==> config.mk <==
export PLATFORM = sky130hd
export DESIGN_NAME = and_arbiter
export DESIGN_NICKNAME = d
export VERILOG_FILES = /design/src/rtl/and_arbiter_pkg.sv /design/src/rtl/AndX16.sv /design/src/rtl/and_arbiter.sv
export SDC_FILE = /design/constraint.sdc
export NUM_CORES = 1
export LEC_CHECK = 0
export ABC_AREA = 0
export BUFFER_PORTS_ARGS = -buffer_cell sky130_fd_sc_hd__buf_2
export CAP_MARGIN = 20
export CORE_MARGIN = 10
export CORE_UTILIZATION = 33
export DETAILED_ROUTE_END_ITERATION = 10
export GPL_TIMING_DRIVEN = 0
export HOLD_SLACK_MARGIN = 0.15
export PLACE_DENSITY = 0.78
export SLEW_MARGIN = 20
export SYNTH_ARGS = -nofsm -noshare
export SYNTH_HDL_FRONTEND = slang
export SYNTH_SLANG_ARGS = --single-unit
==> constraint.sdc <==
create_clock -name clk -period 2 [get_ports clk]
set_input_delay 0.1 -clock clk [delete_from_list [all_inputs] [get_ports clk]]
set_output_delay 0.1 -clock clk [all_outputs]
set_load 0.02 [all_outputs]
==> src/rtl/and_arbiter_pkg.sv <==
// ============================================================================
// Module : and_arbiter_pkg
// Brief  : Shared defaults, ID width and output-register state encoding.
// Rev    : 1.0 - initial release
// ============================================================================
`default_nettype none

package and_arbiter_pkg;

    localparam int c_DEF_NREQ  = 4;
    localparam int c_DEF_WIDTH = 16;
    localparam int c_DEF_ID_W  = (c_DEF_NREQ > 1) ? $clog2(c_DEF_NREQ) : 1;

    typedef enum logic [0:0] {
        ST_EMPTY = 1'b0,
        ST_FULL  = 1'b1
    } state_t;

endpackage : and_arbiter_pkg

`default_nettype wire

==> src/rtl/AndX16.sv <==
// ============================================================================
// Module : AndX16
// Brief  : 16-bit bitwise AND, purely combinational.
// Rev    : 1.0 - initial release
// ============================================================================
`default_nettype none

module AndX16 (
    input  logic [15:0] i_a,
    input  logic [15:0] i_b,
    output logic [15:0] o_y
);

    assign o_y = i_a & i_b;

endmodule : AndX16

`default_nettype wire

==> src/rtl/and_arbiter.sv <==
// ============================================================================
// Module : and_arbiter
// Brief  : Round-robin arbiter sharing one AND unit between NREQ requesters,
//          with a single registered result stage (EMPTY/FULL).
// Rev    : 1.0 - initial release
// ============================================================================
`default_nettype none

module and_arbiter
    import and_arbiter_pkg::*;
#(
    parameter int NREQ  = c_DEF_NREQ,
    parameter int WIDTH = c_DEF_WIDTH
) (
    input  logic                                  clk,
    input  logic                                  rst_n,
    input  logic [NREQ-1:0]                       req_valid,
    output logic [NREQ-1:0]                       req_ready,
    input  logic [NREQ*WIDTH-1:0]                 req_a,
    input  logic [NREQ*WIDTH-1:0]                 req_b,
    output logic                                  rsp_valid,
    input  logic                                  rsp_ready,
    output logic [WIDTH-1:0]                      rsp_data,
    output logic [((NREQ > 1) ? $clog2(NREQ) : 1)-1:0] rsp_id
);

    localparam int          c_ID_W   = (NREQ > 1) ? $clog2(NREQ) : 1;
    localparam int unsigned c_NREQ_U = NREQ;

    state_t              r_state;
    state_t              w_state_nxt;
    logic [c_ID_W-1:0]   r_rr_ptr;
    logic [WIDTH-1:0]    r_rsp_data;
    logic [c_ID_W-1:0]   r_rsp_id;

    logic                w_can_accept;
    logic                w_gnt_found;
    logic [c_ID_W-1:0]   w_gnt_idx;
    logic                w_xfer;
    logic [NREQ-1:0]     w_req_ready;
    logic [WIDTH-1:0]    w_op_a;
    logic [WIDTH-1:0]    w_op_b;
    logic [WIDTH-1:0]    w_and;

    // (base + off) mod NREQ; off never exceeds NREQ so one subtraction suffices.
    function automatic logic [c_ID_W-1:0] f_wrap_add(input logic [c_ID_W-1:0] base,
                                                     input int unsigned       off);
        int unsigned s;
        s = {{(32-c_ID_W){1'b0}}, base} + off;
        if (s >= c_NREQ_U) begin
            s = s - c_NREQ_U;
        end
        return s[c_ID_W-1:0];
    endfunction

    assign w_can_accept = (r_state == ST_EMPTY) || rsp_ready;

    always_comb begin : p_arb
        logic [c_ID_W-1:0] v_idx;
        v_idx       = '0;
        w_gnt_found = 1'b0;
        w_gnt_idx   = '0;
        for (int unsigned k = 0; k < c_NREQ_U; k++) begin
            v_idx = f_wrap_add(r_rr_ptr, k);
            if (!w_gnt_found && req_valid[v_idx]) begin
                w_gnt_found = 1'b1;
                w_gnt_idx   = v_idx;
            end
        end
    end

    // Gating with rst_n keeps req_ready low for the whole reset window.
    assign w_xfer = w_gnt_found && w_can_accept && rst_n;

    always_comb begin : p_ready
        w_req_ready = '0;
        if (w_xfer) begin
            w_req_ready[w_gnt_idx] = 1'b1;
        end
    end

    always_comb begin : p_opmux
        w_op_a = '0;
        w_op_b = '0;
        for (int i = 0; i < NREQ; i++) begin
            if (w_gnt_idx == c_ID_W'(i)) begin
                w_op_a = req_a[i*WIDTH +: WIDTH];
                w_op_b = req_b[i*WIDTH +: WIDTH];
            end
        end
    end

    AndX16 u_and (
        .i_a (w_op_a),
        .i_b (w_op_b),
        .o_y (w_and)
    );

    always_comb begin : p_fsm_nxt
        w_state_nxt = r_state;
        if (w_xfer) begin
            w_state_nxt = ST_FULL;
        end else if ((r_state == ST_FULL) && rsp_ready) begin
            w_state_nxt = ST_EMPTY;
        end
    end

    always_ff @(posedge clk or negedge rst_n) begin : p_fsm_reg
        if (!rst_n) begin
            r_state <= ST_EMPTY;
        end else begin
            r_state <= w_state_nxt;
        end
    end

    always_ff @(posedge clk or negedge rst_n) begin : p_data_reg
        if (!rst_n) begin
            r_rsp_data <= '0;
            r_rsp_id   <= '0;
            r_rr_ptr   <= '0;
        end else if (w_xfer) begin
            r_rsp_data <= w_and;
            r_rsp_id   <= w_gnt_idx;
            r_rr_ptr   <= f_wrap_add(w_gnt_idx, 1);
        end
    end

    assign req_ready = w_req_ready;
    assign rsp_valid = (r_state == ST_FULL);
    assign rsp_data  = r_rsp_data;
    assign rsp_id    = r_rsp_id;

endmodule : and_arbiter

`default_nettype wire
* Yosys cells after proc, flatten, opt, wreduce, memory -nomap -nowiden
Index checks and enable logic that the tools add are counted.
** Storage, ports and cells
- Bits of input ports :: 135
- Logic and storage cells :: 76
- Flip-flop bits (word level) :: 21
** Operators by class
- Mux-type cells :: 34
- Add/subtract/negate cells :: 9
- Equality and inequality tests :: 3
- Bitwise logic cells :: 2
- Reductions and logical operators :: 13
- Order comparisons :: 11
** Operators by type and width (number)
- two-way mux 16 bit :: 8
- two-way mux 2 bit :: 9
- bitwise AND 16 bit :: 1
- < comparator 2 x 3 -> 1 bit, second input constant :: 5
- greater-or-equal comparator 3 bit, second input constant :: 4
- two-way mux 1 bit :: 11
- subtractor 2 x 1 -> 2 bit, second input constant :: 5
- binary-select mux 1 bit (select 2 bit) :: 4
- logical AND 1 bit :: 7
- adder 2 x 1 -> 3 bit, second input constant :: 2
- adder 2 x 2 -> 3 bit, second input constant :: 2
- equality test 2 bit, second input constant :: 2
- two-way mux 4 bit :: 1
- greater-or-equal comparator 2 x 3 -> 1 bit, second input constant :: 1
- zero test 1 bit :: 3
- demux 1 bit (select 2 bit) :: 1
- equality test 2 x 1 -> 1 bit, second input constant :: 1
- greater-or-equal comparator 2 x 1 -> 1 bit, second input constant :: 1
- zero test 2 bit :: 1
- nonzero test 2 bit :: 1
- logical OR 1 bit :: 1
- NOT 1 bit :: 1

* Logic depth before layout (Yosys ltp)
- Depth after elaboration :: 20
- Gate-level depth with buffers :: 10
- Depth with buffers taken out :: 8

* Modules after synthesis
A second synthesis with hierarchy kept.
** Unflattened totals
- Cell total of the unflattened synthesis :: 240
- Area total of the unflattened synthesis :: 1979.4 um^2
** Modules (own cells, without submodules)
- and_arbiter :: sequential area each 525.5 um^2, cells an instance 224, area an instance 1879.3 um^2, times used 1
- AndX16 :: sequential area each 0.0 um^2, cells an instance 16, area an instance 100.1 um^2, times used 1

* Least setup slack after synthesis
Ideal clock, no wire load.
- Kind :: flip-flop to flip-flop
- Start point :: register r_rr_ptr[1]
- End point :: register r_rsp_data[11] (netlist: rsp_data[11])
- Required time :: 1.923 ns
- Path buffers :: 1
- Clock period less this slack :: 2.085 ns
- Arrival time :: 2.007 ns
- Cell stages (with the launch flop) :: 10
- Library setup time :: 0.077 ns
- Setup slack :: -0.085 ns
- Path through :: dfrtp_1 mux2_1 o221ai_1 inv_1 ha_1 clkbuf_1 nand4b_1 a21oi_1 o21bai_1 a21oi_1
** Between the ends
- Longest elaborated chain between the ends :: 20
- Elaborated cells between the ends (all ways) :: 52
- Classes of those cells :: add/sub: 7; order compare: 4; eq/ne: 3; mux: 28; bitwise: 1; reduce/logical: 9
** RTL lines
- start, declared :: line and_arbiter.sv:32 : logic [c_ID_W-1:0] r_rr_ptr;
- start signal, assigned :: line and_arbiter.sv:124 : r_rr_ptr <= f_wrap_add(w_gnt_idx, 1);
- branches (longest 13 deep; another with adder 2 x 1 -> 3 bit)
- two-way mux 2 bit (*) :: line and_arbiter.sv:65 : if (!w_gnt_found && req_valid[v_idx]) begin
- named net w_gnt_idx[0] :: line and_arbiter.sv:38 : logic [c_ID_W-1:0] w_gnt_idx;
- zero test 2 bit :: line and_arbiter.sv:86 : if (w_gnt_idx == c_ID_W'(i)) begin
- two-way mux 16 bit (4 in a row) :: line and_arbiter.sv:86
- bitwise AND 16 bit (*) :: line AndX16.sv:14 : assign o_y = i_a & i_b;
- end signal, assigned :: line and_arbiter.sv:122 : r_rsp_data <= w_and;
- end, declared :: line and_arbiter.sv:33 : logic [WIDTH-1:0] r_rsp_data;
Mark *: on every way through the listed nets, which the timed path passes. The select of a mux whose other input is x is not followed.
A chain may end at the register's enable or synchronous reset.

* Final worst setup path
- Start point :: register r_rr_ptr[1]
- End point :: output port req_ready[2]
** Between the ends
- Longest elaborated chain between the ends :: 19
- Elaborated cells between the ends (all ways) :: 45
- Classes of those cells :: add/sub: 7; order compare: 6; mux: 23; reduce/logical: 9
** RTL lines
- branches (longest 18 deep; another with adder 2 x 1 -> 3 bit)
- two-way mux 4 bit (*) :: line and_arbiter.sv:77 : if (w_xfer) begin
- end, declared :: line and_arbiter.sv:18 : output logic [NREQ-1:0] req_ready,
Mark *: on every way between the ends. The select of a mux whose other input is x is not followed.

==> impl_results.md <==
* Startpoint class of the critical path: flip-flop
* Mapped cell area at around 0.0016 sq mm
* Port bufs at ~160
* Hold path cells at 3
* R2R depth at 9
* Worst endpoint required time at 1900 ps
* Gpl congestion at slightly below 0.9
* Internal at about 1.4 mW
* Post-synth cell types at 26
* Core area at 0.00472 sq mm
* Initial antenna violation count at 0
* HP Class: in2reg
* Cell Pwr Density at between 800 and 900 mW/mm^2
* Cells after Synth at between 150 and 200
* Antenna Nets Post-Route at 0
* Horiz. Die Dim at ~90 um
* Ant diodes at 0
* Placed wire-length estimate at roughly 6500 um
* Final hold violation count at 0
* Tmin final at approximately 2100 ps
* Failing checks: negative setup slack
* Synth warn at 0
* Ys flop type: dfrtp_1
* Final hold slack at 156 ps
* Seq/Total Area, Yosys at 32.9%
* Final Max Slew Viols at 0
* Final #Nets at between 500 and 600
* Final setup margin at -148 ps
* FILL cells at just over 400
* Final Cycle Share at 107%
* H-tree depth at 1
* Power share of the combinational group at 63.3%
* Worst IR Drop VDD at approximately 0.00034 V
* Final core occ at between 60% and 70%
* Vias in the first global route at 2616
* Area growth syn-to-layout at 85.1%
* CTS sink count at 21
* TritonCTS clock tree: yes
* Remaining DRCs at 0
* Vias at ~2400
* Sequential power share at approximately 25%
* DRT Wirelength at ~8600 um
* Total CTS buffers at 3
* Clock buffer depth at 2
* Slew @ Worst Pin at approximately 540 ps
* Share of layout cells above drive strength 1 at between 50 and 60%
* Pwr Total at 2.42 mW
* Synth Register Bits at 21
* Initial Util at 33.9%
* Synth async-reset ratio at 100%
* Worst R2R End: rsp_data[13]
* Clock skew at roughly 6 ps
* Root buf cell: clkbuf_8
* Final TNS setup at -1630 ps
* Setup crit end kind: primary output
* R2R setup slack at -120 ps
* Syn_area_per_cell at roughly 8.1 sq um
* Outcome: finished, violations left
* CP Max Fanout at 10
* Net Switching at about 1.0 mW
* Row cnt at 25
* Die Y at around 90 um
* DR pass1 iterations at 4
* Die ar. at 0.00803 sq mm
* Sw Share at about two fifths
* Initial drt markers at 94
* Clk pwr share at between 10% and 20%
* Leak Pwr at 1.52 nW
* Max-slew headroom at a little under two thirds
* Grt ovf at 0
* Hold endpoint: rsp_valid
* CTS clk-pin slew, worst paths at approximately 80 ps
* Fmax at about 470 MHz
* Data arrival time of the critical path at ~2100 ps
* # setup viols final at 20
* Max-cap violations at 0
* Reg2reg start: r_rr_ptr[1]
* Clock latency on the worst-skew pair at between 200 and 300 ps
* HP Start: rsp_ready
* First-pass GRT wire length at around 13000 um
* RSZ-0062 raised after global routing: true
* Drt via density at ~5.3
* WS Path Type: reg2out
* WL per Instance at around 19 um
* Post-synth EDFFs at 0
* Net Count, Synth at roughly 340
* Total GRT Usage at between 20% and 30%
* Largest net degree at the start of global routing at 22
* Ports at approximately 160
metrics by stage:
stage                     instance area [sq um]  instances  setup WS, ps
after floorplan                            1610        197          15.2
after global placement                     2480        421          -385
after detailed placement                   2480        421          -445
after CTS                                  2800        438          -190
after global routing                       2960        447          -241
final                                      2960        447          -148
cell usage in the layout (no fill, tap or decap), types with 11 or more instances in the layout:
master and instances:
a21oi_1 24, a21oi_2 11, a31oi_1 16, and3_1 16, buf_2 155, buf_4 15, dfrtp_1 20, nand3_1 11
nand4b_1 16, nor2_1 17, o21bai_1 16
registers in the layout, summed over array words and instances, names as in the netlist:
register,count
r_rr_ptr,2
rsp_data,16
rsp_id,2
rsp_valid,1
Yosys cell counts, drive strengths merged (5+ instances only):
master | number | area share [%]
nand2 | 5 | 1.2
nor2 | 17 | 4.0
and3 | 16 | 6.3
a31oi | 16 | 6.3
nand4b | 16 | 8.8
dfrtp | 21 | 33
nand3 | 16 | 5.0
a21oi | 35 | 11
clkbuf | 11 | 2.6
o21bai | 16 | 7.5
logic make-up after synthesis:
kind of cell,synth area share [%]
compound gates,29.1
fa+ha+maj,3.13
flops,32.9
mux,0.704
buf+inv,5.56
simple gates,28.6
how the worst max path moves through the flow:
| stage | cells past startpoint | slack (ps) | end | from |
|---|---|---|---|---|
| CTS | 9 | -190 | rsp_data[13] | r_rr_ptr[1] |
| global route | 9 | -240 | rsp_data[5] | r_rr_ptr[1] |
| global placement | 9 | -380 | rsp_data[13] | r_rr_ptr[1] |
| floorplan | 9 | 20 | rsp_data[11] | r_rr_ptr[1] |
| detailed placement | 9 | -450 | rsp_data[13] | r_rr_ptr[1] |
| finish | 7 | -150 | req_ready[2] | r_rr_ptr[1] |
final cells by class:
| type | count | area [sq um] | area share [%] |
|---|---|---|---|
| tap | 67 | 83.8 | 2.83 |
| buffer | 15 | 150 | 5.07 |
| multi-input combinational | 157 | 1130 | 38.3 |
| sequential | 21 | 527 | 17.8 |
| clock buffer | 4 | 45.0 | 1.52 |
| timing repair buffer | 179 | 1010 | 34.0 |
| inverter | 4 | 15.0 | 0.507 |
worst max-delay path, cell delays in order (launching register included):
cell      delay, ps
dfrtp_2         450
mux2_4          320
o221ai_4        240
buf_4           170
ha_4            160
buf_8           160
and2_1          130
buf_4           140
power groups by stage:
| stage | combinational [mW] | sequential, mW | clock, mW |
|---|---|---|---|
| 6_report | 1.53 | 0.603 | 0.285 |
| 2_1_floorplan | 0.530 | 0.714 | 0 |
| 3_3_place_gp | 1.08 | 0.597 | 0 |
| 5_1_grt | 1.65 | 0.618 | 0.316 |
| 4_1_cts | 1.34 | 0.600 | 0.297 |
| 3_5_place_dp | 1.10 | 0.605 | 0 |
what timing repair did:
| action | 4_1_cts | 5_1_grt |
|---|---|---|
| endpoints found under the hold margin | 24 | 0 |
| pin swaps | 9 | 10 |
| gates cloned | 0 | 1 |
| setup buffers | 6 | 8 |
| resized for setup | 45 | 27 |
| hold buffers | 7 | 0 |
| endpoints found under the setup margin | 20 | 20 |
per-layer routing:
| metal | vias up | GRT usage (%) | share of wire, % |
|---|---|---|---|
| li1 | 1103 | - | - |
| met1 | 1086 | 23.1 | 37 |
| met2 | 143 | 37.5 | 52 |
| met3 | 20 | 6.41 | 9.2 |
| met4 | 0 | 6.36 | 2.3 |
| met5 | - | 0 | 0 |
No activity file was read; power rests on OpenSTA's default activity.
